<file path="src/rtl/atm_pkg.sv">
// Shared types for the ATM session controller: FSM state encoding,
// operation codes and a small state classification helper.
package atm_pkg;

  typedef enum logic [2:0] {
    ST_IDLE     = 3'd0,
    ST_CHECK    = 3'd1,
    ST_WAIT_PIN = 3'd2,
    ST_MENU     = 3'd3,
    ST_EXEC     = 3'd4,
    ST_EJECT    = 3'd5
  } atm_state_t;

  localparam logic [1:0] OP_INQ  = 2'b00;
  localparam logic [1:0] OP_DEP  = 2'b01;
  localparam logic [1:0] OP_WD   = 2'b10;
  localparam logic [1:0] OP_EXIT = 2'b11;

  // States in which the customer is expected to act and inactivity is timed.
  function automatic logic is_timed_state(input atm_state_t s);
    return (s == ST_WAIT_PIN) || (s == ST_MENU);
  endfunction

endpackage

</file>
<file path="src/rtl/atm_session_timer.sv">
// Inactivity down-counter. While load is high the counter sits at its
// reload value; while enabled it counts down and flags expiry on the cycle
// that completes TIMEOUT_CYCLES enabled cycles. A load in the expiry cycle
// suppresses expiry so that customer input always wins over the timeout.
module atm_session_timer #(
  parameter int TIMEOUT_CYCLES = 1000
) (
  input  logic clk,
  input  logic rst,
  input  logic load,
  input  logic en,
  output logic expire
);

  localparam int CNT_W = $clog2(TIMEOUT_CYCLES + 1);
  localparam logic [CNT_W-1:0] RELOAD = CNT_W'(TIMEOUT_CYCLES - 1);
  localparam logic [CNT_W-1:0] ONE    = CNT_W'(1);

  logic [CNT_W-1:0] count_r;

  // Reload on request, otherwise count down while enabled and saturate at zero.
  always_ff @(posedge clk or negedge rst) begin
    if (!rst) begin
      count_r <= RELOAD;
    end else if (load) begin
      count_r <= RELOAD;
    end else if (en && (count_r != '0)) begin
      count_r <= count_r - ONE;
    end else begin
      count_r <= count_r;
    end
  end

  assign expire = en && !load && (count_r == '0);

endmodule

</file>
<file path="src/rtl/atm_session_ctrl.sv">
// Multi-account ATM session controller: account storage, PIN retry
// lockout, inactivity timeout and the operation FSM in one block.
// Optional feature: define ATM_DAILY_LIMIT_EN to cap the total withdrawn
// per session at WD_LIMIT; without it WD_LIMIT has no effect.
module atm_session_ctrl
  import atm_pkg::*;
#(
  parameter int PSW_WIDTH      = 16,
  parameter int BAL_WIDTH      = 20,
  parameter int CARD_WIDTH     = 6,
  parameter int NUM_ACCOUNTS   = 8,
  parameter int MAX_TRIES      = 3,
  parameter int TIMEOUT_CYCLES = 1000,
  parameter int WD_LIMIT       = 5000
) (
  input  logic                  clk,
  input  logic                  rst,
  input  logic                  cfg_we,
  input  logic [CARD_WIDTH-1:0] cfg_idx,
  input  logic [PSW_WIDTH-1:0]  cfg_pin,
  input  logic [BAL_WIDTH-1:0]  cfg_balance,
  input  logic                  card_insert,
  input  logic [CARD_WIDTH-1:0] card_number,
  input  logic                  psw_valid,
  input  logic [PSW_WIDTH-1:0]  password_input,
  input  logic                  op_valid,
  input  logic [1:0]            operation,
  input  logic [BAL_WIDTH-1:0]  value,
  output logic [BAL_WIDTH-1:0]  balance_out,
  output logic                  op_done,
  output logic                  error,
  output logic                  wrong_psw,
  output logic                  card_locked,
  output logic                  card_eject,
  output logic                  session_active
);

  localparam int IDX_W = (NUM_ACCOUNTS > 1) ? $clog2(NUM_ACCOUNTS) : 1;
  localparam int TRY_W = $clog2(MAX_TRIES + 1);
  localparam logic [TRY_W-1:0]  TRY_MAX = TRY_W'(MAX_TRIES);
  localparam logic [TRY_W-1:0]  TRY_ONE = TRY_W'(1);
  localparam logic [CARD_WIDTH:0] NUM_ACC = (CARD_WIDTH + 1)'(NUM_ACCOUNTS);

  // Account storage; cleared by reset so it lives in flops, not RAM.
  logic [PSW_WIDTH-1:0]    pin_mem_r [NUM_ACCOUNTS];
  logic [BAL_WIDTH-1:0]    bal_mem_r [NUM_ACCOUNTS];
  logic [TRY_W-1:0]        tries_r   [NUM_ACCOUNTS];
  logic [NUM_ACCOUNTS-1:0] lock_r;

  // Session registers.
  atm_state_t              state_r;
  logic [CARD_WIDTH-1:0]   card_r;
  logic [1:0]              op_r;
  logic [BAL_WIDTH-1:0]    value_r;

  logic [IDX_W-1:0]        card_idx_s;
  logic [IDX_W-1:0]        cfg_idx_s;
  logic                    card_ok_s;
  logic                    cfg_ok_s;
  logic [PSW_WIDTH-1:0]    cur_pin_s;
  logic [BAL_WIDTH-1:0]    cur_bal_s;
  logic [TRY_W-1:0]        tries_inc_s;
  logic [BAL_WIDTH:0]      dep_sum_s;
  logic                    wd_short_s;
  logic [BAL_WIDTH-1:0]    wd_diff_s;
  logic                    wd_cap_s;
  logic                    tmr_load_s;
  logic                    tmr_en_s;
  logic                    tmr_expire_s;

  assign card_idx_s  = card_r[IDX_W-1:0];
  assign cfg_idx_s   = cfg_idx[IDX_W-1:0];
  assign card_ok_s   = {1'b0, card_r} < NUM_ACC;
  assign cfg_ok_s    = {1'b0, cfg_idx} < NUM_ACC;
  assign cur_pin_s   = pin_mem_r[card_idx_s];
  assign cur_bal_s   = bal_mem_r[card_idx_s];
  assign tries_inc_s = tries_r[card_idx_s] + TRY_ONE;
  assign dep_sum_s   = {1'b0, cur_bal_s} + {1'b0, value_r};
  assign wd_short_s  = value_r > cur_bal_s;
  assign wd_diff_s   = cur_bal_s - value_r;

`ifdef ATM_DAILY_LIMIT_EN
  localparam logic [BAL_WIDTH+1:0] WD_CAP = (BAL_WIDTH + 2)'(WD_LIMIT);
  logic [BAL_WIDTH:0]   wd_acc_r;
  logic [BAL_WIDTH+1:0] wd_total_s;
  assign wd_total_s = {1'b0, wd_acc_r} + {2'b00, value_r};
  assign wd_cap_s   = wd_total_s > WD_CAP;
`else
  logic [31:0] wd_limit_unused_s;
  assign wd_limit_unused_s = 32'(WD_LIMIT);
  assign wd_cap_s          = 1'b0;
`endif

  // The timer stays reloaded outside the timed states and on every
  // accepted customer input, so entering a timed state starts a full window.
  assign tmr_en_s   = is_timed_state(state_r);
  assign tmr_load_s = !tmr_en_s
                    || ((state_r == ST_WAIT_PIN) && psw_valid)
                    || ((state_r == ST_MENU) && op_valid);

  atm_session_timer #(
    .TIMEOUT_CYCLES(TIMEOUT_CYCLES)
  ) u_timer (
    .clk    (clk),
    .rst    (rst),
    .load   (tmr_load_s),
    .en     (tmr_en_s),
    .expire (tmr_expire_s)
  );

  // Session FSM with account storage updates and registered outputs.
  always_ff @(posedge clk or negedge rst) begin
    if (!rst) begin
      state_r        <= ST_IDLE;
      card_r         <= '0;
      op_r           <= OP_INQ;
      value_r        <= '0;
      lock_r         <= '0;
      balance_out    <= '0;
      op_done        <= 1'b0;
      error          <= 1'b0;
      wrong_psw      <= 1'b0;
      card_locked    <= 1'b0;
      card_eject     <= 1'b0;
      session_active <= 1'b0;
      for (int i = 0; i < NUM_ACCOUNTS; i++) begin
        pin_mem_r[i] <= '0;
        bal_mem_r[i] <= '0;
        tries_r[i]   <= '0;
      end
`ifdef ATM_DAILY_LIMIT_EN
      wd_acc_r       <= '0;
`endif
    end else begin
      op_done     <= 1'b0;
      error       <= 1'b0;
      wrong_psw   <= 1'b0;
      card_locked <= 1'b0;
      card_eject  <= 1'b0;
      case (state_r)
        ST_IDLE: begin
          if (cfg_we) begin
            if (cfg_ok_s) begin
              pin_mem_r[cfg_idx_s] <= cfg_pin;
              bal_mem_r[cfg_idx_s] <= cfg_balance;
              tries_r[cfg_idx_s]   <= '0;
              lock_r[cfg_idx_s]    <= 1'b0;
            end
          end else if (card_insert) begin
            card_r  <= card_number;
            state_r <= ST_CHECK;
          end
        end
        ST_CHECK: begin
          if (!card_ok_s) begin
            error   <= 1'b1;
            state_r <= ST_EJECT;
          end else if (lock_r[card_idx_s]) begin
            card_locked <= 1'b1;
            state_r     <= ST_EJECT;
          end else begin
            session_active <= 1'b1;
            state_r        <= ST_WAIT_PIN;
`ifdef ATM_DAILY_LIMIT_EN
            wd_acc_r       <= '0;
`endif
          end
        end
        ST_WAIT_PIN: begin
          if (psw_valid) begin
            if (password_input == cur_pin_s) begin
              tries_r[card_idx_s] <= '0;
              balance_out         <= cur_bal_s;
              state_r             <= ST_MENU;
            end else begin
              wrong_psw           <= 1'b1;
              tries_r[card_idx_s] <= tries_inc_s;
              if (tries_inc_s >= TRY_MAX) begin
                lock_r[card_idx_s] <= 1'b1;
                card_locked        <= 1'b1;
                session_active     <= 1'b0;
                state_r            <= ST_EJECT;
              end
            end
          end else if (tmr_expire_s) begin
            error          <= 1'b1;
            session_active <= 1'b0;
            state_r        <= ST_EJECT;
          end
        end
        ST_MENU: begin
          if (op_valid) begin
            op_r    <= operation;
            value_r <= value;
            if (operation == OP_EXIT) begin
              session_active <= 1'b0;
              state_r        <= ST_EJECT;
            end else begin
              state_r <= ST_EXEC;
            end
          end else if (tmr_expire_s) begin
            error          <= 1'b1;
            session_active <= 1'b0;
            state_r        <= ST_EJECT;
          end
        end
        ST_EXEC: begin
          state_r <= ST_MENU;
          case (op_r)
            OP_INQ: op_done <= 1'b1;
            OP_DEP: begin
              if (dep_sum_s[BAL_WIDTH]) begin
                error <= 1'b1;
              end else begin
                bal_mem_r[card_idx_s] <= dep_sum_s[BAL_WIDTH-1:0];
                balance_out           <= dep_sum_s[BAL_WIDTH-1:0];
                op_done               <= 1'b1;
              end
            end
            OP_WD: begin
              if (wd_short_s || wd_cap_s) begin
                error <= 1'b1;
              end else begin
                bal_mem_r[card_idx_s] <= wd_diff_s;
                balance_out           <= wd_diff_s;
                op_done               <= 1'b1;
`ifdef ATM_DAILY_LIMIT_EN
                wd_acc_r              <= wd_total_s[BAL_WIDTH:0];
`endif
              end
            end
            default: error <= 1'b1;
          endcase
        end
        ST_EJECT: begin
          card_eject     <= 1'b1;
          card_r         <= '0;
          op_r           <= OP_INQ;
          value_r        <= '0;
          balance_out    <= '0;
          session_active <= 1'b0;
          state_r        <= ST_IDLE;
        end
        default: begin
          session_active <= 1'b0;
          state_r        <= ST_IDLE;
        end
      endcase
    end
  end

endmodule

</file>
<file path="config.mk">
export PLATFORM = sky130hd
export DESIGN_NAME = atm_session_ctrl
export DESIGN_NICKNAME = d
export VERILOG_FILES = /design/src/rtl/atm_pkg.sv /design/src/rtl/atm_session_timer.sv /design/src/rtl/atm_session_ctrl.sv
export SDC_FILE = /design/constraint.sdc
export NUM_CORES = 1
export LEC_CHECK = 0
export CORE_ASPECT_RATIO = 1.5
export CORE_MARGIN = 3
export CORE_UTILIZATION = 50
export CTS_CLUSTER_DIAMETER = 60
export DETAILED_ROUTE_END_ITERATION = 7
export GPL_ROUTABILITY_DRIVEN = 0
export HOLD_SLACK_MARGIN = 0.06
export PLACE_DENSITY = 0.69
export SYNTH_ARGS = -nofsm -noshare
export SYNTH_HDL_FRONTEND = slang
export SYNTH_SLANG_ARGS = --single-unit
</file>
<file path="constraint.sdc">
create_clock -name clk -period 10.2 [get_ports clk]
set_input_delay 3.06 -clock clk [delete_from_list [all_inputs] [get_ports clk]]
set_output_delay 3.06 -clock clk [all_outputs]
set_load 0.01 [all_outputs]
</file>
* Word level (Yosys, flattened, before mapping)
Cells that the tools add are included.
Widths: inputs -> output; s select.
** Storage, ports and cells
- Logic and storage cells :: 228
- Flip-flop bits (word level) :: 379
** Operators by class
- Equality and inequality tests :: 27
- $add $sub $neg :: 4
- Multiplexer cells :: 104
- Bitwise logic cells :: 10
- Reductions and logical operators :: 34
- Magnitude comparators :: 12
** Operators by type and width (count)
- $mux 160 :: 4
- $pmux 160 s2 :: 2
- $bwmux 160 :: 3
- $mux 20 :: 9
- $bwmux 128 :: 1
- $demux 20 s3 :: 2
- $mux 16 :: 7
- $pmux 20 s2 :: 2
- $bmux 20 s3 :: 1
- $pmux 20 s3 :: 1
- $bmux 16 s3 :: 1
- $demux 16 s3 :: 1
- $mux 8 :: 5
- $and 16x16->16 :: 2
- $not 16->16 :: 2
- $pmux 16 s2 :: 1
- $mux 1 :: 30
- $mux 3 :: 9
- $reduce_and 6->1 :: 4
- $add 20x20->21 :: 1
- $gt 20x20->1 :: 1
- $mux 10 :: 2
- $sub 20x20->20 :: 1
- $ne 2x2->1 const B :: 9
- 50 further kinds :: 90

* Longest topological paths before layout
Gate-level depths: netlist of the first run.
- Word-level depth :: 11
- Mapped depth :: 22
- Gate-level depth less buffers :: 16

* Modules after synthesis
From an unflattened synthesis of the first run, not the netlist that was laid out.
** Second synthesis, totals
- Cell total of the unflattened synthesis :: 2028
- Area, all modules :: 20823.7 um^2
** By module, submodules not included
- atm_session_ctrl :: sequential area each 9233.9 um^2, instances 1, area each 20210.6 um^2, cells an instance 1962
- atm_session_timer :: sequential area each 260.2 um^2, instances 1, area each 613.1 um^2, cells an instance 66

* Worst setup path after synthesis of the first run
No wires, ideal clock.
- Path kind :: input to register
- Start point :: input port cfg_idx[5]
- End point :: register pin_mem_r[118] in the netlist's numbering
- Data required time :: 10.075 ns
- Buffers on the path :: 2
- Stages :: 6
- Slack :: 5.384 ns
- Arrival time :: 4.691 ns
- Cells stage by stage :: nor4b_1 -> nor3b_1 -> clkbuf_1 -> nand2_1 -> clkbuf_1 -> mux2_2
** Between the ends
- Longest elaborated chain between the ends :: 2
** Ends and longest elaborated chain
- start: declaration :: line atm_session_ctrl.sv:19 : input logic [CARD_WIDTH-1:0] cfg_idx,
- $lt 6x4->1 :: line atm_session_ctrl.sv:74 : assign cfg_ok_s = {1'b0, cfg_idx} < NUM_ACC;
- $reduce_and 3->1 (no line)
- end signal: indexed assignment :: line atm_session_ctrl.sv:144 : pin_mem_r[cfg_idx_s] <= cfg_pin;
- end: declaration :: line atm_session_ctrl.sv:45 : logic [PSW_WIDTH-1:0] pin_mem_r [NUM_ACCOUNTS];
No other way between the ends.
A chain may end at the register's enable or synchronous reset.

* Worst setup path in the final report of the first run
- Start point :: register card_r[2]
- End point :: register bal_mem_r[19] in the netlist's numbering
** Between the ends
- Longest elaborated chain between the ends :: 9
- Elaborated cells on any way between the ends :: 21
- Those cells by class :: add/sub (2); order compare (3); eq/ne (2); mux (11); bitwise (1); reduce/logical (2)
** Ends and longest elaborated chain
- start: declaration :: line atm_session_ctrl.sv:52 : logic [CARD_WIDTH-1:0] card_r;
- start signal: assignment :: line atm_session_ctrl.sv:150 : card_r <= card_number;
- $not 3->4 (implied by the code) (*) :: line atm_session_ctrl.sv:76, atm_session_ctrl.sv:215, atm_session_ctrl.sv:224
- $bmux 20 s3, or another cell as far along :: line atm_session_ctrl.sv:76 : assign cur_bal_s = bal_mem_r[card_idx_s];
- $mux 20 (implied by the code) / $logic_and 1x1->1 (equally long branches) :: line atm_session_ctrl.sv:76, atm_session_ctrl.sv:215, atm_session_ctrl.sv:224
- $mux 20 (on tied branches) :: line atm_session_ctrl.sv:76, atm_session_ctrl.sv:215, atm_session_ctrl.sv:224
- $sub 20x20->20, or another cell as far along :: line atm_session_ctrl.sv:80 : assign wd_diff_s = cur_bal_s - value_r;
- $bwmux 160 (on tied branches) :: line atm_session_ctrl.sv:224, atm_session_ctrl.sv:215
- $mux 160 (on tied branches) :: line atm_session_ctrl.sv:221, atm_session_ctrl.sv:212
- $pmux 160 s2 :: line atm_session_ctrl.sv:209 : case (op_r)
- $pmux 160 s2 :: line atm_session_ctrl.sv:140 : case (state_r)
- end signal: indexed assignment :: line atm_session_ctrl.sv:145 : bal_mem_r[cfg_idx_s] <= cfg_balance;
- end signal: indexed assignment :: line atm_session_ctrl.sv:215 : bal_mem_r[card_idx_s] <= dep_sum_s[BAL_WIDTH-1:0];
- end signal: indexed assignment :: line atm_session_ctrl.sv:224 : bal_mem_r[card_idx_s] <= wd_diff_s;
- end: declaration :: line atm_session_ctrl.sv:46 : logic [BAL_WIDTH-1:0] bal_mem_r [NUM_ACCOUNTS];
Mark *: on every way between the ends. The rest lies on a longest branch, timed or not. The select of a mux whose other input is x is not followed.

==> metrics.cfg, run 1 <==
[worst_setup_path]
crit_type = reg2reg
critPathSlowestCell = nand2b_1
cp_max_fo = 29
cp.arrival_ns = 6.76
critical-path-max-stage-delay_ns = 0.61
critPathLaunchType = register
end_kind = register
crit_family = buffers and inverters
critPathBufInv = 6
crit_path_frequent_cell = buf_4
required_ns = 10.65
crit_chain = buf_4 -> clkinv_1 -> and2_1 -> buf_4 -> a22oi_1 -> and4_1 -> ha_1 -> inv_1 -> fa_1 -> a21oi_1 -> o21ai_0 -> a41oi_1 -> o21ai_0 -> a41o_1 -> o31ai_2 -> buf_4 -> nand2b_1 -> buf_4 -> mux2_2

[floorplan]
die_w_um = 170
rows = 89
initial_core_util_pct = 51.0
die-area_mm2 = 0.0431
die_height_um = 253
ioPinCount = 118
fp.coreArea_mm2 = 0.0398

[timing]
totalNegativeSetupSlack_ns = 0
fin_crit_sh_pct = 61.8
hold_viol = 0
setup_viol = 0
finClkSkew_ns = 0.0204
rsz0062_at_grt = no
layout_min_cycle_time_ns = 6.31
max_freq_ghz = 0.159
slew_headroom_pct = 16.1
tightest_slew_ns = 1.25
drv_slew = 0

[run_status]
status = complete, no violations

[clock_network]
cts_tree = built
hold_buffers = 0
insertion_delay_ns = 0.56
post_cts_buffers = 0
numCtsBuffers = 40
clk_pin_slew_ns = 0.06
cts-htree-levels = 2
ctsResizeCount = 0
root_buffer = clkbuf_16
clock_sinks = 379
clockBufferDepth = 3

[layout]
finalNonFillerCells = 2487
final_cell_mix = dfrtp_1 (370), mux2_2 (150), nor2_1 (143)
layout_commonest_cell = dfrtp_1
area_delta_synth_final_pct = 14.6
final_nets = 2091
antennaDiodeCount = 0
drive_above_1_share_pct = 15.8

[global_route]
grt.overflow.total = 0
grt_pass1_wl_um = 96400
grt_usage_pct = 28.8
grt_pass1_vias = 16500
antenna_found_initial = 3
grt_max_degree = 165

[pwr]
power.density_cell_area_mw_per_mm2 = 326
vdd_drop_max_mv = 0.220
p_leak_uw = 0.0101

[drt]
drc = 0
wire_per_inst_um = 25.2
drtAntennaViolNets = 0
routed_wl_um = 62700
via_per_inst = 6.68
dr.pass1.iters = 6
drt_first_iter_violations = 1555
vias = 16600

[hold_path]
worstHoldPathType = reg2reg

[synth]
syn_avg_cell_area_um2 = 10.6
async_reset_ff_share_pct = 100
ys_ff_latch = 379
synth_cell_types = 75
synth_edf_count = 0
ys_seq_area_share_pct = 46.8
netlist_area_mm2 = 0.0203
yosysWarnings = 0
synthCells = 1907
synth_nets = 2043
synth_flop_cell = dfrtp_1

[run]
cap_violations = 0

[place]
placed_cells = 2413
portBuffers = 117
hpwl_um = 40900

## worst min-delay path, delay by kind of cell, from the launching register on
kind               cells  cell delay, ns
DFF                    1            0.35
AOI/OAI and AO/OA      1            0.06
and+or+nand+nor        1            0.05
## Yosys cell counts (all sizes together) (16+ instances only)
master | instances | area (um2)
a221oi | 19 | 166
nand2 | 111 | 417
o21a | 103 | 773
dfrtp | 371 | 9280
inv | 45 | 169
clkbuf | 77 | 289
a21oi | 127 | 636
nor3 | 17 | 90.1
mux2 | 150 | 1690
a22oi | 86 | 646
mux2i | 35 | 350
nor2b | 17 | 114
and2 | 17 | 111
o221ai | 99 | 867
xnor2 | 27 | 236
a22o | 56 | 490
buf | 70 | 372
o21ai | 54 | 282
ha | 42 | 526
mux4 | 19 | 447
nor2 | 154 | 578
nand3 | 16 | 80.1
## cell families (layout without fill, tap and decap cells)
| kind of cell | count (synthesis) | after routing | share of synthesized area (%) |
|---|---|---|---|
| flops | 379 | 379 | 46.8 |
| mux | 204 | 204 | 12.3 |
| buf+inv | 193 | 273 | 4.11 |
| xor+xnor | 39 | 39 | 1.68 |
| simple gates | 398 | 398 | 9.20 |
| compound gates | 650 | 650 | 23.2 |
| fa+ha+maj | 44 | 44 | 2.79 |
## state kept, by name (all words and copies together), names as in the netlist, 2 cells and up
register	count
u_timer.count_r	10
tries_r	16
pin_mem_r	128
bal_mem_r	160
state_r	3
value_r	20
card_r	6
op_r	2
lock_r	8
balance_out	20
## power breakdown
part	total, uW	switching [uW]	internal [uW]
Clock	1620	621	995
Combinational	3680	2380	1300
Sequential	2270	307	1970
Total	7570	3310	4260
## cell type report
type / instances / area, um2
clock buffers: 62 / 1290
multi-input cells: 1335 / 10000
repair buffers: 153 / 1460
flip-flops and latches: 379 / 9500
clock inverters: 12 / 199
fillers: 3341 / 16500
inverters: 46 / 173
well taps: 500 / 626
## per-layer routing
layer | track usage [%] | vias to the layer above | part of all wire (%)
met5 | 0 | - | 0.061
met4 | 16.4 | 6 | 6.8
met3 | 4.96 | 236 | 7.8
met2 | 47.2 | 799 | 47
met1 | 36.1 | 8288 | 38
li1 | - | 7287 | -
## metrics by stage
step / hold WS, ns / power, uW / utilization [%] / cell area [um2] / worst slack, ns
6_report: 0.483 / 7570 / 58.5 / 23300 / 3.89
5_1_grt: 0.503 / 7990 / 58.5 / 23300 / 3.53
2_1_floorplan: 0.450 / 4660 / - / 20300 / 5.38
3_3_place_gp: 0.462 / 5840 / 54.7 / 21800 / 3.66
3_5_place_dp: 0.471 / 5900 / 54.7 / 21800 / 3.57
4_1_cts: 0.485 / 7530 / 58.5 / 23200 / 3.99
## worst paths after layout
kind / from / to / slack, ns / depth (start not counted)
min reg2reg: bal_mem_r[0]$_DFFE_PN0P_ / bal_mem_r[0]$_DFFE_PN0P_ / 0.48 / 2
min in group asynchronous: rst / bal_mem_r[36]$_DFFE_PN0P_ / 2.47 / 1
max reg2reg: card_r[2]$_DFFE_PN0P_ / bal_mem_r[19]$_DFFE_PN0P_ / 3.89 / 19
max: card_r[2]$_DFFE_PN0P_ / bal_mem_r[19]$_DFFE_PN0P_ / 3.89 / 19
max in group asynchronous: rst / pin_mem_r[60]$_DFFE_PN0P_ / 6.27 / 2
min: bal_mem_r[0]$_DFFE_PN0P_ / bal_mem_r[0]$_DFFE_PN0P_ / 0.48 / 2
No activity file was read; power rests on OpenSTA's default activity.
==> inputs of run 2 (changes only) <==
--- a/config.mk
+++ b/config.mk
@@ -12,7 +12,7 @@
 export DETAILED_ROUTE_END_ITERATION = 7
 export GPL_ROUTABILITY_DRIVEN = 0
 export HOLD_SLACK_MARGIN = 0.06
-export PLACE_DENSITY = 0.69
+export PLACE_DENSITY = 0.71
 export SYNTH_ARGS = -nofsm -noshare
 export SYNTH_HDL_FRONTEND = slang
 export SYNTH_SLANG_ARGS = --single-unit
==> constraint.sdc (replaced) <==
create_clock -name clk -period 5.75 [get_ports clk]
set_input_delay 1.725 -clock clk [delete_from_list [all_inputs] [get_ports clk]]
set_output_delay 1.725 -clock clk [all_outputs]
set_load 0.01 [all_outputs]
==> run 2 against run 1 <==
Net effect: via count grew 0.62%; routed wire length grew 2.4%; sequential power grew 78%; global-route usage grew 0.67 points; first-iteration DRC count grew 1.4%; sequential share of layout area shrank 0.12 points; worst hold slack lost 0.00076 ns; flip-flop and latch count is the same; cell count grew 1.1%; maximum frequency grew 14%; die area is the same; critical path type unchanged.
==> metrics.cfg, run 2 (synthesis gave the netlist of run 1 again) <==
[floorplan]
die_w_um = 170
die-area_mm2 = 0.0431
fp.coreArea_mm2 = 0.0398
ioPinCount = 118
initial_core_util_pct = 51.0
rows = 89
die_height_um = 253

[clock_network]
clk_pin_slew_ns = 0.06
insertion_delay_ns = 0.56
cts_tree = built
clockBufferDepth = 3
post_cts_buffers = 0
ctsResizeCount = 0
root_buffer = clkbuf_16
numCtsBuffers = 40
hold_buffers = 0
cts-htree-levels = 2
clock_sinks = 379

[worst_setup_path]
crit_type = reg2reg
cp.arrival_ns = 5.93
cp_max_fo = 19
critPathLaunchType = register
end_kind = register
crit_chain = clkinv_1 -> nor2_2 -> buf_12 -> a22oi_1 -> nand4_1 -> ha_1 -> nor4_1 -> nand2_1 -> a21oi_1 -> o21bai_1 -> and4_1 -> o31ai_2 -> nand2b_1 -> buf_4 -> o21ai_0
critPathSlowestCell = o31ai_2
critical-path-max-stage-delay_ns = 0.64
required_ns = 6.17

[place]
place_ws_ns = 0.462
portBuffers = 117
placed_cells = 2448
hpwl_um = 43100

[hold_path]
worstHoldPathType = reg2reg

[layout]
reg_top3 = bal_mem_r x160, pin_mem_r x128
final_cell_mix = dfrtp_1 (370), mux2_2 (150), nor2_1 (143)
post-route-util_pct = 58.7
finalNonFillerCells = 2514
antennaDiodeCount = 0
largest_register_ffs = 160
max_flop_register = bal_mem_r
drive_above_1_share_pct = 16.4
area_delta_synth_final_pct = 14.9
layout_commonest_cell = dfrtp_1
final_nets = 2126

[timing]
hold_viol = 0
setup_viol = 0
totalNegativeSetupSlack_ns = 0
tightest_slew_ns = 1.27
finClkSkew_ns = 0.0194
fin_crit_sh_pct = 95.8
slew_headroom_pct = 15.0
max_freq_ghz = 0.182
drv_slew = 0
layout_min_cycle_time_ns = 5.51
fin_ws_ns = 0.241
rsz0062_at_grt = no

[drt]
via_per_inst = 6.65
drt_first_iter_violations = 1576
dr.pass1.iters = 6
wire_per_inst_um = 25.6
vias = 16700
wl_met3_um = 4830
dr_wl_met2_um = 30600
wl_met1_um = 23500
drtAntennaViolNets = 0
routed_wl_um = 64200
drc = 0
top_layer_used = met5

[global_route]
antenna_found_initial = 4
grt_pass1_vias = 17400
grt_max_degree = 109
grt_pass1_wl_um = 99000
grt_usage_pct = 29.5
grt.overflow.total = 0

[pwr]
power.density_cell_area_mw_per_mm2 = 586
p_total_uw = 13700
vdd_drop_max_mv = 0.375
p_leak_uw = 0.0101

[run_status]
status = complete, no violations

[run]
cap_violations = 0

==> run 2: cell count changes in the layout (fill, tap and decap cells not counted), moves of 3 or more <==
cell       before  now
buf_4          35   67
clkbuf_8       16    4
clkinv_2        5    2
clkbuf_1        4   14
bufinv_16       5    2
buf_12          1    4
==> run 2: worst paths after layout <==
path / start / to / slack [ns] / cells after the start
setup / recovery: card_r[2]$_DFFE_PN0P_ / bal_mem_r[7]$_DFFE_PN0P_ / 0.24 / 15
hold / removal: bal_mem_r[1]$_DFFE_PN0P_ / bal_mem_r[1]$_DFFE_PN0P_ / 0.48 / 2
setup reg to reg: card_r[2]$_DFFE_PN0P_ / bal_mem_r[7]$_DFFE_PN0P_ / 0.24 / 15
hold reg to reg: bal_mem_r[1]$_DFFE_PN0P_ / bal_mem_r[1]$_DFFE_PN0P_ / 0.48 / 2
max in group asynchronous: rst / bal_mem_r[17]$_DFFE_PN0P_ / 3.27 / 2
min in group asynchronous: rst / bal_mem_r[103]$_DFFE_PN0P_ / 1.19 / 1
==> run 2: where the power goes <==
part | switching [uW] | total [uW] | internal (uW)
combinational | 4480 | 7080 | 2600
sequential | 549 | 4040 | 3490
clock | 1060 | 2540 | 1480
total | 6090 | 13700 | 7570
==> run 2: critical path, delay by kind of cell, from the launching register on <==
| family | cells | cell delay [ns] |
|---|---|---|
| and+or+nand+nor | 6 | 2.38 |
| DFF | 1 | 0.45 |
| AOI/OAI and AO/OA | 5 | 1.28 |
| buffers and inverters | 3 | 0.81 |
| adders and majority gates | 1 | 0.43 |
==> run 2: metrics by stage <==
step                      hold slack, ns  cell area (um2)
after floorplan                    0.450            20300
after global placement             0.464            22100
after detailed placement           0.472            22100
after CTS                          0.485            23300
after global routing               0.501            23300
final                              0.482            23300
==> run 2: area by class of cell <==
| type | instances | area (um2) |
|---|---|---|
| clock buffers | 60 | 1160 |
| multi-input cells | 1335 | 10000 |
| clock inverters | 6 | 95.1 |
| flip-flops and latches | 379 | 9500 |
| repair buffers | 188 | 1760 |
| inverters | 46 | 173 |
| fillers | 3305 | 16400 |
| well taps | 500 | 626 |
==> run 2: layer usage <==
layer  up-vias  GRT usage, %
li1       7322             -
met1      8257          34.6
met2       840          48.9
met3       292          5.57
met4         8          20.1
met5         -             0
